==> src/rtl/i2c_vector_tx.sv <==
// Write-only I2C master. It snapshots a signed byte vector on start and sends
// START, address+W, N_ELEM data bytes and STOP. A NACK on any byte ends the frame early.
module i2c_vector_tx #(
    parameter int unsigned CLK_DIV    = 4,
    parameter int unsigned N_ELEM     = 26,
    parameter logic [6:0]  SLAVE_ADDR = 7'h42
) (
    input  logic              clk,
    input  logic              rst,
    input  logic              start,
    input  logic signed [7:0] input_vector [N_ELEM-1:0],
    input  logic              sda_in,
    output logic              sda_oe,
    output logic              scl_oe,
    output logic              busy,
    output logic              done,
    output logic              ack_err
);

    localparam int IDX_W = $clog2(N_ELEM + 1);
    localparam int PRE_W = (CLK_DIV > 1) ? $clog2(CLK_DIV) : 1;

    typedef enum logic [2:0] {
        IDLE,
        START_C,
        BIT,
        STOP,
        DONE
    } state_t;

    state_t            state_q, state_d;
    logic [PRE_W-1:0]  presc_q, presc_d;
    logic [1:0]        quarter_q, quarter_d;
    logic [3:0]        bit_q, bit_d;
    logic [IDX_W-1:0]  idx_q, idx_d;
    logic              nack_q, nack_d;
    logic              busy_q, busy_d;
    logic              done_q, done_d;
    logic              ack_err_q, ack_err_d;
    logic              sda_oe_q, sda_oe_d;
    logic              scl_oe_q, scl_oe_d;
    logic signed [7:0] shadow_q [N_ELEM-1:0];
    logic signed [7:0] shadow_d [N_ELEM-1:0];
    logic              qtick;
    logic [7:0]        tx_byte;
    logic [7:0]        tx_shift;

    assign qtick = busy_q && (presc_q == PRE_W'(CLK_DIV - 1));

    // Sequencing: one step per quarter-period tick while busy.
    always_comb begin
        // NOTE: every signal gets a default first so no path through the case infers a latch.
        state_d   = state_q;
        presc_d   = presc_q;
        quarter_d = quarter_q;
        bit_d     = bit_q;
        idx_d     = idx_q;
        nack_d    = nack_q;
        busy_d    = busy_q;
        done_d    = 1'b0;
        ack_err_d = ack_err_q;
        shadow_d  = shadow_q;

        if (busy_q) begin
            presc_d = qtick ? '0 : presc_q + PRE_W'(1);
        end

        unique case (state_q)
            IDLE, DONE: begin
                state_d = IDLE;
                if (start) begin
                    state_d   = START_C;
                    busy_d    = 1'b1;
                    ack_err_d = 1'b0;
                    presc_d   = '0;
                    quarter_d = '0;
                    bit_d     = '0;
                    idx_d     = '0;
                    nack_d    = 1'b0;
                    shadow_d  = input_vector;
                end
            end
            START_C: begin
                if (qtick) begin
                    if (quarter_q == 2'd1) begin
                        state_d   = BIT;
                        quarter_d = '0;
                    end else begin
                        quarter_d = quarter_q + 2'd1;
                    end
                end
            end
            BIT: begin
                if (qtick) begin
                    quarter_d = quarter_q + 2'd1;
                    // The slave's ACK is taken while SCL has been high for a full quarter.
                    if (bit_q == 4'd8 && quarter_q == 2'd2) begin
                        nack_d = sda_in;
                    end
                    if (quarter_q == 2'd3) begin
                        if (bit_q != 4'd8) begin
                            bit_d = bit_q + 4'd1;
                        end else begin
                            bit_d = '0;
                            if (nack_q || idx_q == IDX_W'(N_ELEM)) begin
                                state_d   = STOP;
                                ack_err_d = nack_q;
                            end else begin
                                idx_d = idx_q + IDX_W'(1);
                            end
                        end
                    end
                end
            end
            STOP: begin
                if (qtick) begin
                    quarter_d = quarter_q + 2'd1;
                    if (quarter_q == 2'd3) begin
                        state_d = DONE;
                        busy_d  = 1'b0;
                        done_d  = 1'b1;
                    end
                end
            end
            default: state_d = IDLE;
        endcase
    end

    // Line enables come from the next state, so the pads change on the same edge as the FSM.
    always_comb begin
        tx_byte  = (idx_d == '0) ? {SLAVE_ADDR, 1'b0}
                                 : $unsigned(shadow_q[idx_d - IDX_W'(1)]);
        tx_shift = tx_byte << bit_d[2:0];
        sda_oe_d = 1'b0;
        scl_oe_d = 1'b0;
        unique case (state_d)
            START_C: sda_oe_d = 1'b1;
            BIT: begin
                scl_oe_d = (quarter_d < 2'd2);
                sda_oe_d = (bit_d != 4'd8) && !tx_shift[7];
            end
            STOP: begin
                scl_oe_d = (quarter_d == 2'd0);
                sda_oe_d = (quarter_d < 2'd2);
            end
            default: begin
                sda_oe_d = 1'b0;
                scl_oe_d = 1'b0;
            end
        endcase
    end

    always_ff @(posedge clk or negedge rst) begin
        if (!rst) begin
            state_q   <= IDLE;
            presc_q   <= '0;
            quarter_q <= '0;
            bit_q     <= '0;
            idx_q     <= '0;
            nack_q    <= 1'b0;
            busy_q    <= 1'b0;
            done_q    <= 1'b0;
            ack_err_q <= 1'b0;
            sda_oe_q  <= 1'b0;
            scl_oe_q  <= 1'b0;
        end else begin
            // NOTE: non-blocking updates so every flop sees pre-edge values of the others.
            state_q   <= state_d;
            presc_q   <= presc_d;
            quarter_q <= quarter_d;
            bit_q     <= bit_d;
            idx_q     <= idx_d;
            nack_q    <= nack_d;
            busy_q    <= busy_d;
            done_q    <= done_d;
            ack_err_q <= ack_err_d;
            sda_oe_q  <= sda_oe_d;
            scl_oe_q  <= scl_oe_d;
        end
    end

    // NOTE: the shadow array is data only, loaded on every accept, so it carries no reset.
    always_ff @(posedge clk) begin
        shadow_q <= shadow_d;
    end

    assign sda_oe  = sda_oe_q;
    assign scl_oe  = scl_oe_q;
    assign busy    = busy_q;
    assign done    = done_q;
    assign ack_err = ack_err_q;

endmodule

==> config.mk <==
export PLATFORM = sky130hd
export DESIGN_NAME = i2c_vector_tx
export DESIGN_NICKNAME = d
export VERILOG_FILES = /design/src/rtl/i2c_vector_tx.sv
export SDC_FILE = /design/constraint.sdc
export NUM_CORES = 1
export LEC_CHECK = 0
export BUFFER_PORTS_ARGS = -buffer_cell sky130_fd_sc_hd__buf_4
export CELL_PAD_IN_SITES_DETAIL_PLACEMENT = 0
export CELL_PAD_IN_SITES_GLOBAL_PLACEMENT = 1
export CORE_MARGIN = 1.5
export CORE_UTILIZATION = 25
export DETAILED_ROUTE_END_ITERATION = 10
export GPL_ROUTABILITY_DRIVEN = 0
export HOLD_SLACK_MARGIN = 0.03
export PLACE_DENSITY = 0.61
export SETUP_SLACK_MARGIN = 0.1
export SLEW_MARGIN = 10
export SYNTH_ARGS = -nofsm -noshare
export SYNTH_HDL_FRONTEND = slang
export SYNTH_SLANG_ARGS = --single-unit
==> constraint.sdc <==
create_clock -name clk -period 32.3 [get_ports clk]
set_input_delay 6.46 -clock clk [delete_from_list [all_inputs] [get_ports clk]]
set_output_delay 6.46 -clock clk [all_outputs]
set_load 0.1 [all_outputs]
==> impl_metrics.json, run 1 <==
{
  "port-buffer-count": 216,
  "yosys_warnings": 0,
  "grt_setup_unrepaired": "no",
  "antenna_found_initial": 0,
  "hold_buffers": 0,
  "drc": 0,
  "num_rows": 71,
  "wirelength_um": 24600,
  "cp_max_fo": 33,
  "worstSetupPathType": "in -> reg",
  "antenna_cells": 0,
  "fin_util_pct": 33.6,
  "coreArea_mm2": 0.0377,
  "synth_area_leader_cell": "edfxtp_1",
  "dieArea_mm2": 0.0394,
  "clock-root-buffer": "clkbuf_16",
  "dr.pass1.iters": 4,
  "reg2reg_depth": 17,
  "hold_viol": 0,
  "critPathLaunchType": "input pin",
  "final_antenna_net_count": 0,
  "io-pin-count": 217,
  "hp-class": "reg -> reg",
  "grt.total_usage_pct": 12.4,
  "synth_flop_cell": "edfxtp_1",
  "cts_sinks": 230,
  "postCtsSetupBuffers": 0,
  "holdPathStages": 1,
  "fin_hold_ws_ps": 517,
  "area_delta_synth_final_pct": 32.6,
  "worstPathArrival_ps": 10640,
  "die_h_um": 198,
  "finalWorstSetupSlack_ps": 22050,
  "tightest_slew_ps": 993,
  "drive_gt1_share_pct": 42.7,
  "cp-end-kind": "flip-flop",
  "cts_resized": 0,
  "syn_area_mm2": 0.00955,
  "fillers": 3653,
  "dp_slack_ps": 21440,
  "grt_max_degree": 74,
  "setup_violations": 0,
  "synth_top_cell_area_share_pct": 65.4,
  "htreeDepth": 1,
  "synth-async-reset-ratio_pct": 9.57,
  "multiInputGateArea_mm2": 0.00260,
  "slew_violations": 0,
  "synth_nets": 748,
  "synth.most_common_cell": "edfxtp_1",
  "path_cells": "buf_4, nand2b_1, a21oi_1, o21ai_2, nand2_1, o21ai_2, inv_4, ha_2, inv_1, a2111oi_0, o21ai_1, xnor2_2, nand3_1, o21ai_0, o22ai_1, o311ai_1, a311o_1, o211ai_1",
  "avgSynthCellArea_um2": 18.1,
  "grt_pass1_vias": 5900,
  "synth_edf_count": 208,
  "path_common_cell": "o21ai_2",
  "synth_common_cells": "208 x edfxtp_1, 49 x mux4_2, 24 x nand2_1",
  "tns_ps": 0,
  "cts-buffers-inserted": 26,
  "synth.top_cells.by_area": "edfxtp_1 65%, mux4_2 12%, dfrtp_1 5.8%",
  "leakagePower_nw": 4.59,
  "synth-seq-cells": 230,
  "maxSlewHeadroom_pct": 33.2,
  "tritoncts": "done",
  "drtIter0Drc": 362,
  "skew_ps": 6.03,
  "finalCritPeriodShare_pct": 31.7,
  "synth_cells": 527,
  "design_area_mm2": 0.0127,
  "clock.fmax_mhz": 97.6,
  "internal_power_mw": 0.620,
  "p_per_area_mw_per_mm2": 66.9,
  "grt_remaining_overflow": 0,
  "regArea_mm2": 0.00680,
  "cap_viol_max_count": 0,
  "path_clk_slew_ps": 60,
  "finish.net_count": 971,
  "comb_power_share_pct": 18.2,
  "seq_area_frac_synth_pct": 71.2,
  "pwr-share-clk_pct": 36.5,
  "peakVddDrop_uv": 37.0,
  "placedInstanceArea_mm2": 0.0118,
  "critical-path-top-delay-family": "compound AO/OA/AOI/OAI gates",
  "dr_total_vias": 5546,
  "crit_buf_inv": 3,
  "clock_path_buffers": 3,
  "synth.distinct_cells": 68,
  "cp.required_ps": 32690,
  "grt_pass1_wl_um": 36200,
  "initial_core_util_pct": 25.4,
  "critical-path-max-stage-delay_ps": 690,
  "seq_power_share_pct": 45.3,
  "cp.depth": 18,
  "finalCriticalPeriod_ps": 10250,
  "p_sw_share_pct": 26.9,
  "power_switching_mw": 0.228,
  "outcome": "finished, final reports clean",
  "clkLatencyLatePin_ps": 530,
  "crit_slowest_cell": "xnor2_2",
  "fp.dieW_um": 198,
  "wl_per_cell_um": 19.3,
  "drt-vias-per-instance": 4.34,
  "dp_hpwl_um": 17800
}
final timing paths:
| kind | from | endpoint | slack, ps |
|---|---|---|---|
| setup / recovery | start | sda_oe | 22050 |
| hold / removal | ack_err | ack_err | 520 |
| min in group asynchronous | rst | presc_q[0] | 5820 |
| setup reg to reg | state_q[1] | sda_oe | 27280 |
| hold reg to reg | ack_err | ack_err | 520 |
| max in group asynchronous | rst | idx_q[2] | 26230 |
kinds of logic (layout without fill, tap and decap cells):
family | after synthesis | count (layout) | share of synthesized area, %
fa+ha+maj | 9 | 9 | 1.18
mux | 72 | 72 | 14.0
simple gates | 91 | 91 | 5.36
compound gates | 79 | 79 | 5.87
buf+inv | 41 | 282 | 1.90
flops | 230 | 230 | 71.2
xor+xnor | 5 | 5 | 0.537
placed cells by master (no fill, tap or decap), types with 5 or more instances in the layout:
cell type / count
a21oi_1: 14
a31oi_1: 5
buf_4: 222
bufinv_16: 5
clkbuf_16: 27
dfrtp_1: 22
edfxtp_1: 208
ha_1: 8
inv_1: 13
mux2i_1: 20
mux4_2: 49
nand2_1: 24
nand3_1: 8
nand4_1: 5
nor2_1: 13
nor2b_1: 6
nor3_1: 5
o21ai_0: 15
o221ai_1: 5
sequential cells by signal, summed over array words and instances, names as in the netlist, 2 cells and up:
| signal | flops |
|---|---|
| bit_q | 4 |
| idx_q | 5 |
| presc_q | 2 |
| quarter_q | 2 |
| shadow_q | 208 |
| state_q | 3 |
cell type report:
type / instances / area share, %
Inverter: 14 / 0.435
Timing Repair Buffer: 222 / 13.2
Tap cell: 511 / 5.05
Clock buffer: 30 / 5.43
Sequential cell: 230 / 53.7
Multi-Input combinational cell: 256 / 20.5
Clock inverter: 16 / 1.74
layer usage:
metal	wire (µm)	track usage, %	vias up
met3	1370	2.95	32
met5	0	0	-
met4	540	3.68	0
li1	-	-	2611
met1	10800	16.7	2746
met2	11900	20.0	157
power by group through the flow:
| stage | registers (mW) | logic (mW) | clock network [mW] |
|---|---|---|---|
| after global routing | 0.387 | 0.169 | 0.331 |
| final | 0.384 | 0.154 | 0.310 |
| after detailed placement | 0.390 | 0.158 | 0 |
| after floorplan | 0.412 | 0.0920 | 0 |
| after global placement | 0.390 | 0.156 | 0 |
| after CTS | 0.384 | 0.158 | 0.320 |
per-stage QoR:
stage	instances	total power, mW
floorplan	527	0.504
global placement	1233	0.546
detailed placement	1233	0.548
CTS	1279	0.862
global route	1279	0.887
finish	1279	0.847
No activity file was read; power rests on OpenSTA's default activity.
==> run 2: changes to the inputs <==
--- a/config.mk
+++ b/config.mk
@@ -5,6 +5,7 @@
 export SDC_FILE = /design/constraint.sdc
 export NUM_CORES = 1
 export LEC_CHECK = 0
+export ABC_AREA = 1
 export BUFFER_PORTS_ARGS = -buffer_cell sky130_fd_sc_hd__buf_4
 export CELL_PAD_IN_SITES_DETAIL_PLACEMENT = 0
 export CELL_PAD_IN_SITES_GLOBAL_PLACEMENT = 1
@@ -13,7 +14,7 @@
 export DETAILED_ROUTE_END_ITERATION = 10
 export GPL_ROUTABILITY_DRIVEN = 0
 export HOLD_SLACK_MARGIN = 0.03
-export PLACE_DENSITY = 0.61
+export PLACE_DENSITY = 0.66
 export SETUP_SLACK_MARGIN = 0.1
 export SLEW_MARGIN = 10
 export SYNTH_ARGS = -nofsm -noshare
==> constraint.sdc (replaced) <==
create_clock -name clk -period 8.9 [get_ports clk]
set_input_delay 1.78 -clock clk [delete_from_list [all_inputs] [get_ports clk]]
set_output_delay 1.78 -clock clk [all_outputs]
set_load 0.1 [all_outputs]
==> run 2 against run 1 <==
Effect of this change: sequential cell count did not move; register-to-register slack got worse by 23000 ps; count of clock-buffer cells in the layout did not move; first-iteration DRC count rose by 19%; worst hold slack got worse by 29 ps; non-clock buffer count rose by 3; sequential power rose to 3.8 times the previous value; combinational power rose to 3.0 times the previous value; highest routed layer is now met5.
==> impl_metrics.json, run 2 <==
{
  "critPathLaunchType": "input pin",
  "clkLatencyLatePin_ps": 550,
  "grt_remaining_overflow": 0,
  "synth_area_leader_cell": "edfxtp_1",
  "syn_area_mm2": 0.0102,
  "port-buffer-count": 216,
  "critical-path-top-delay-family": "simple AND/OR/NAND/NOR gates",
  "synth.most_common_cell": "nand2_1",
  "hp-class": "reg -> reg",
  "regMostFlops": "shadow_q",
  "crit_slowest_cell": "inv_2",
  "power_mw": 2.99,
  "synth_common_cells": "287 x nand2_1, 209 x nand3_1, 208 x edfxtp_1",
  "leakagePower_nw": 5.34,
  "dr_total_vias": 7624,
  "dr.pass1.iters": 5,
  "grt_max_degree": 78,
  "wl_per_cell_um": 17.9,
  "grt_pass1_wl_um": 45900,
  "die_h_um": 205,
  "setup_violations": 0,
  "clock_path_buffers": 3,
  "peakVddDrop_uv": 124,
  "path_cells": "buf_4, inv_1, nand2_1, nand2_1, nor2_1, nand2_2, nand2_4, ha_2, inv_2, nand3_1, nand2_1, nand2_1, nand2_1, nand2_1, nand2_1, nand2_1, nand3_1, nand2_1, nand2_1, nand2_1, nand2_1, nand3_1, nand3_1",
  "ff2ff_setup_slack_ps": 4340,
  "coreArea_mm2": 0.0400,
  "synth_flop_cell": "edfxtp_1",
  "synth.distinct_cells": 40,
  "design_area_mm2": 0.0132,
  "grt.total_usage_pct": 14.5,
  "synth_top_cell_area_share_pct": 61.2,
  "synth_nets": 1177,
  "cp-end-kind": "flip-flop",
  "drtIter0Drc": 430,
  "yosys_warnings": 0,
  "path_common_cell": "nand2_1",
  "tritoncts": "done",
  "crit_buf_inv": 3,
  "cts_resized": 0,
  "finish.net_count": 1385,
  "avgSynthCellArea_um2": 10.7,
  "cp.required_ps": 9390,
  "cts_sinks": 230,
  "reg_top3": "shadow_q (208), idx_q (5), bit_q (4)",
  "synth-seq-cells": 230,
  "synth.top_cells.by_area": "edfxtp_1 61%, nand2_1 11%, nand3_1 10%",
  "slew_violations": 0,
  "dieArea_mm2": 0.0420,
  "hold_buffers": 0,
  "final_cell_mix": "286 x nand2_1, 225 x buf_4, 209 x nand3_1",
  "seq_area_frac_synth_pct": 66.6,
  "drt-vias-per-instance": 4.46,
  "initial_core_util_pct": 25.5,
  "skew_ps": 12.7,
  "largest_reg_flops": 208,
  "grt_setup_unrepaired": "no",
  "outcome": "finished, final reports clean",
  "worstSetupPathType": "in -> reg",
  "fin_util_pct": 32.9,
  "cp_max_fo": 59,
  "antenna_found_initial": 2,
  "cts-buffers-inserted": 27,
  "maxSlewHeadroom_pct": 23.0,
  "final_antenna_net_count": 0,
  "synth-async-reset-ratio_pct": 9.57,
  "postCtsSetupBuffers": 0,
  "cap_viol_max_count": 0,
  "area_delta_synth_final_pct": 29.1,
  "synth_cells": 956,
  "grt_pass1_vias": 7853,
  "critical-path-max-stage-delay_ps": 830,
  "htreeDepth": 1,
  "dp_hpwl_um": 20900,
  "fp.dieW_um": 205,
  "tightest_slew_ps": 1150,
  "clock-root-buffer": "clkbuf_16",
  "path_clk_slew_ps": 60,
  "finalCriticalPeriod_ps": 4980,
  "finalCritPeriodShare_pct": 55.9,
  "worstPathArrival_ps": 5470,
  "final_common_cell": "nand2_1",
  "io-pin-count": 217,
  "clock.fmax_mhz": 201,
  "drc": 0,
  "wirelength_um": 30700,
  "p_per_area_mw_per_mm2": 227,
  "drive_gt1_share_pct": 25.3,
  "num_rows": 73,
  "placedInstanceArea_mm2": 0.0123,
  "synth_edf_count": 208,
  "tns_ps": 0,
  "hold_viol": 0
}
[run 2: cell count changes after synthesis, sizes merged, moves of 5 or more]
cell | previous run | this run
nand2 | 24 | 298
nand3 | 8 | 212
inv | 14 | 63
mux4 | 49 | 0
buf | 12 | 37
mux2i | 20 | 0
nor2 | 13 | 26
clkbuf | 15 | 9
nand3b | 3 | 9
nor2b | 6 | 0
and2 | 5 | 0
[run 2: per-stage QoR]
step	hold WS (ps)	setup WS, ps	std cells
6_report	488	3920	1711
5_1_grt	502	3480	1711
4_1_cts	490	3820	1710
3_5_place_dp	476	3250	1660
3_3_place_gp	468	3190	1660
2_1_floorplan	453	1090	956
[run 2: area by class of cell]
| cell class | instances | area, µm² |
|---|---|---|
| Antenna cell | 1 | 2.50 |
| Clock buffer | 30 | 687 |
| Clock inverter | 20 | 151 |
| Fill cell | 4070 | 26800 |
| Inverter | 65 | 244 |
| Multi-Input combinational cell | 615 | 2940 |
| Sequential cell | 230 | 6800 |
| Tap cell | 525 | 657 |
| Timing Repair Buffer | 225 | 1690 |
[run 2: cell families after synthesis]
kind of cell               synth area share (%)
xor gates and xnor gates                  0.172
and+or+nand+nor                            24.8
DFF                                        66.6
buffers and inverters                      4.77
AOI/OAI and AO/OA                          2.53
adders and majority gates                  1.10
[run 2: path summary, 6_finish.rpt]
check,start,endpoint,cells after the start
hold reg to reg,presc_q[1],presc_q[1],2
setup reg to reg,state_q[2],sda_oe,22
max in group asynchronous,rst,bit_q[2],1
setup / recovery,start,sda_oe,23
hold / removal,presc_q[1],presc_q[1],2
min in group asynchronous,rst,quarter_q[1],1
[run 2: per-layer routing]
metal  wire length (µm)  global-route usage, %  vias to the layer above
met4                789                   4.43                        2
met3               1610                   2.96                       52
met2              14200                   23.1                      219
met1              14100                   19.8                     3629
met5                 17                      0                        -
li1                   -                      -                     3722
[run 2: report_power, final]
group	switching (mW)	internal, mW	leakage, nW
clock network	0.451	0.612	0.416
logic	0.309	0.159	2.72
registers	0.0599	1.40	2.20
total	0.820	2.17	5.34
[run 2: worst reg2reg max path, delay by kind of cell (launching register included)]
kind | cells | cell delay, ps
flops | 1 | 420
simple gates | 19 | 2700
fa+ha+maj | 1 | 460
buf+inv | 2 | 930
==> run 3: changes to the inputs <==
--- a/config.mk
+++ b/config.mk
@@ -5,7 +5,7 @@
 export SDC_FILE = /design/constraint.sdc
 export NUM_CORES = 1
 export LEC_CHECK = 0
-export ABC_AREA = 1
+export ABC_AREA = 0
 export BUFFER_PORTS_ARGS = -buffer_cell sky130_fd_sc_hd__buf_4
 export CELL_PAD_IN_SITES_DETAIL_PLACEMENT = 0
 export CELL_PAD_IN_SITES_GLOBAL_PLACEMENT = 1
@@ -14,7 +14,7 @@
 export DETAILED_ROUTE_END_ITERATION = 10
 export GPL_ROUTABILITY_DRIVEN = 0
 export HOLD_SLACK_MARGIN = 0.03
-export PLACE_DENSITY = 0.66
+export PLACE_DENSITY = 0.61
 export SETUP_SLACK_MARGIN = 0.1
 export SLEW_MARGIN = 10
 export SYNTH_ARGS = -nofsm -noshare
==> constraint.sdc (replaced) <==
create_clock -name clk -period 4.7 [get_ports clk]
set_input_delay 0.94 -clock clk [delete_from_list [all_inputs] [get_ports clk]]
set_output_delay 0.94 -clock clk [all_outputs]
set_load 0.1 [all_outputs]
==> run 3 against run 2 <==
Effect of this change: final cell count is 24% lower; worst setup slack worse by 3400 ps; power is 94% higher; die area is 6.3% lower; non-clock buffer count is 11 higher; clock skew is 3.9 ps lower; wire length is 20% lower; utilization is 0.94 points higher; register-to-register slack worse by 3800 ps; critical endpoint unchanged.
==> impl_metrics.json, run 3 (synthesis results as in run 1) <==
{
  "outcome": "finished, final reports clean",
  "slew_violations": 0,
  "dp.cells": 1247,
  "internal_power_mw": 4.20,
  "final_cell_mix": "233 x buf_4, 208 x edfxtp_1, 49 x mux4_2",
  "crit_slowest_cell": "ha_2",
  "regArea_mm2": 0.00680,
  "finish.net_count": 985,
  "grt_pass1_vias": 5841,
  "crit_buf_inv": 3,
  "critPathLaunchType": "flip-flop",
  "fin_util_pct": 33.9,
  "tritoncts": "done",
  "cp.required_ps": 5140,
  "p_sw_share_pct": 27.5,
  "setup_violations": 0,
  "htreeDepth": 1,
  "worstPathArrival_ps": 4590,
  "tns_ps": 0,
  "grt_setup_unrepaired": "no",
  "final_common_cell": "buf_4",
  "stdcell_count": 1294,
  "drive_gt1_share_pct": 43.3,
  "hp-class": "in -> async",
  "cts_resized": 0,
  "hold_buffers": 0,
  "clkLatencyLatePin_ps": 530,
  "num_rows": 71,
  "peakVddDrop_uv": 220,
  "cp_max_fo": 32,
  "dr.pass1.iters": 7,
  "r2r_start": "idx_q[0]",
  "clock_path_buffers": 3,
  "grt.total_usage_pct": 12.3,
  "cts-buffers-inserted": 26,
  "postCtsSetupBuffers": 0,
  "cts_sinks": 230,
  "dieArea_mm2": 0.0394,
  "power_switching_mw": 1.59,
  "cp-end-kind": "flip-flop",
  "clock.fmax_mhz": 241,
  "antenna_cells": 0,
  "maxSlewHeadroom_pct": 49.0,
  "seq_power_share_pct": 45.1,
  "multiInputGateArea_mm2": 0.00260,
  "area_delta_synth_final_pct": 33.5,
  "path_common_cell": "o211ai_1",
  "final_antenna_net_count": 0,
  "coreArea_mm2": 0.0377,
  "finalCriticalPeriod_ps": 4150,
  "drc": 0,
  "antenna_found_initial": 0,
  "path_cells": "inv_1, ha_1, and4b_1, nor4_2, nand2_1, o21ai_2, inv_4, ha_2, buf_12, mux4_2, mux2i_1, o221ai_1, o211ai_1, o311ai_1, a311o_1, o211ai_1",
  "largest_reg_flops": 208,
  "grt_remaining_overflow": 0,
  "grt_pass1_wl_um": 35800,
  "hold_viol": 0,
  "die_h_um": 198,
  "reg_top3": "shadow_q (208), idx_q (5), bit_q (4)",
  "skew_ps": 8.78,
  "initial_core_util_pct": 25.4,
  "pwr-share-clk_pct": 34.9,
  "grt_max_degree": 125,
  "wl_per_cell_um": 19.0,
  "worstSetupPathType": "reg -> reg",
  "fp.dieW_um": 198,
  "wirelength_um": 24600,
  "finalCritPeriodShare_pct": 88.2,
  "drtIter0Drc": 389,
  "cap_viol_max_count": 0,
  "p_per_area_mw_per_mm2": 454,
  "io-pin-count": 217,
  "dp_hpwl_um": 17900,
  "tightest_slew_ps": 765,
  "crit_path_start": "idx_q[0]",
  "regMostFlops": "shadow_q",
  "clock-root-buffer": "clkbuf_16",
  "path_clk_slew_ps": 60,
  "leakagePower_nw": 4.65,
  "critical-path-max-stage-delay_ps": 540,
  "fillers": 3661,
  "port-buffer-count": 216,
  "dr_total_vias": 5611,
  "critical-path-top-delay-family": "compound AO/OA/AOI/OAI gates",
  "comb_power_share_pct": 20.0,
  "drt-vias-per-instance": 4.34
}
## run 3: per-stage QoR
stage	total power, mW	hold slack (ps)	cell area [µm²]	setup slack, ps
detailed placement	3.83	519	11900	536
CTS	5.88	288	12800	521
floorplan	3.37	507	9560	-2310
finish	5.79	305	12800	553
global route	6.05	308	12800	265
global placement	3.82	500	11900	587
## run 3: power by group through the flow
stage	logic, mW	clock network, mW	registers [mW]
finish	1.16	2.02	2.61
CTS	1.18	2.08	2.61
global route	1.26	2.15	2.63
floorplan	0.636	0	2.74
global placement	1.17	0	2.65
detailed placement	1.18	0	2.65
## run 3: cell type report
type | instances | share of cell area (%)
clock inverters | 16 | 1.24
multi-input cells | 256 | 20.4
inverters | 14 | 0.432
clock buffers | 31 | 5.42
well taps | 511 | 5.01
flip-flops and latches | 230 | 53.3
repair buffers | 236 | 14.2
## run 3: final timing paths
kind,endpoint,cells after the start,slack [ps]
worst max-delay path,sda_oe,16,550
worst min-delay path,nack_q,1,310
worst min register to register,ack_err,1,540
worst max register to register,sda_oe,16,550
min in group clk,ack_err,1,540
max in group asynchronous,quarter_q[1],1,4150
## run 3: metal layers
layer | track usage, % | vias to the layer above | part of all wire (%)
met5 | 0 | - | 0
met4 | 3.76 | 0 | 2.4
met3 | 3.15 | 38 | 6.3
met2 | 19.7 | 198 | 48
met1 | 16.4 | 2751 | 44
li1 | - | 2624 | -
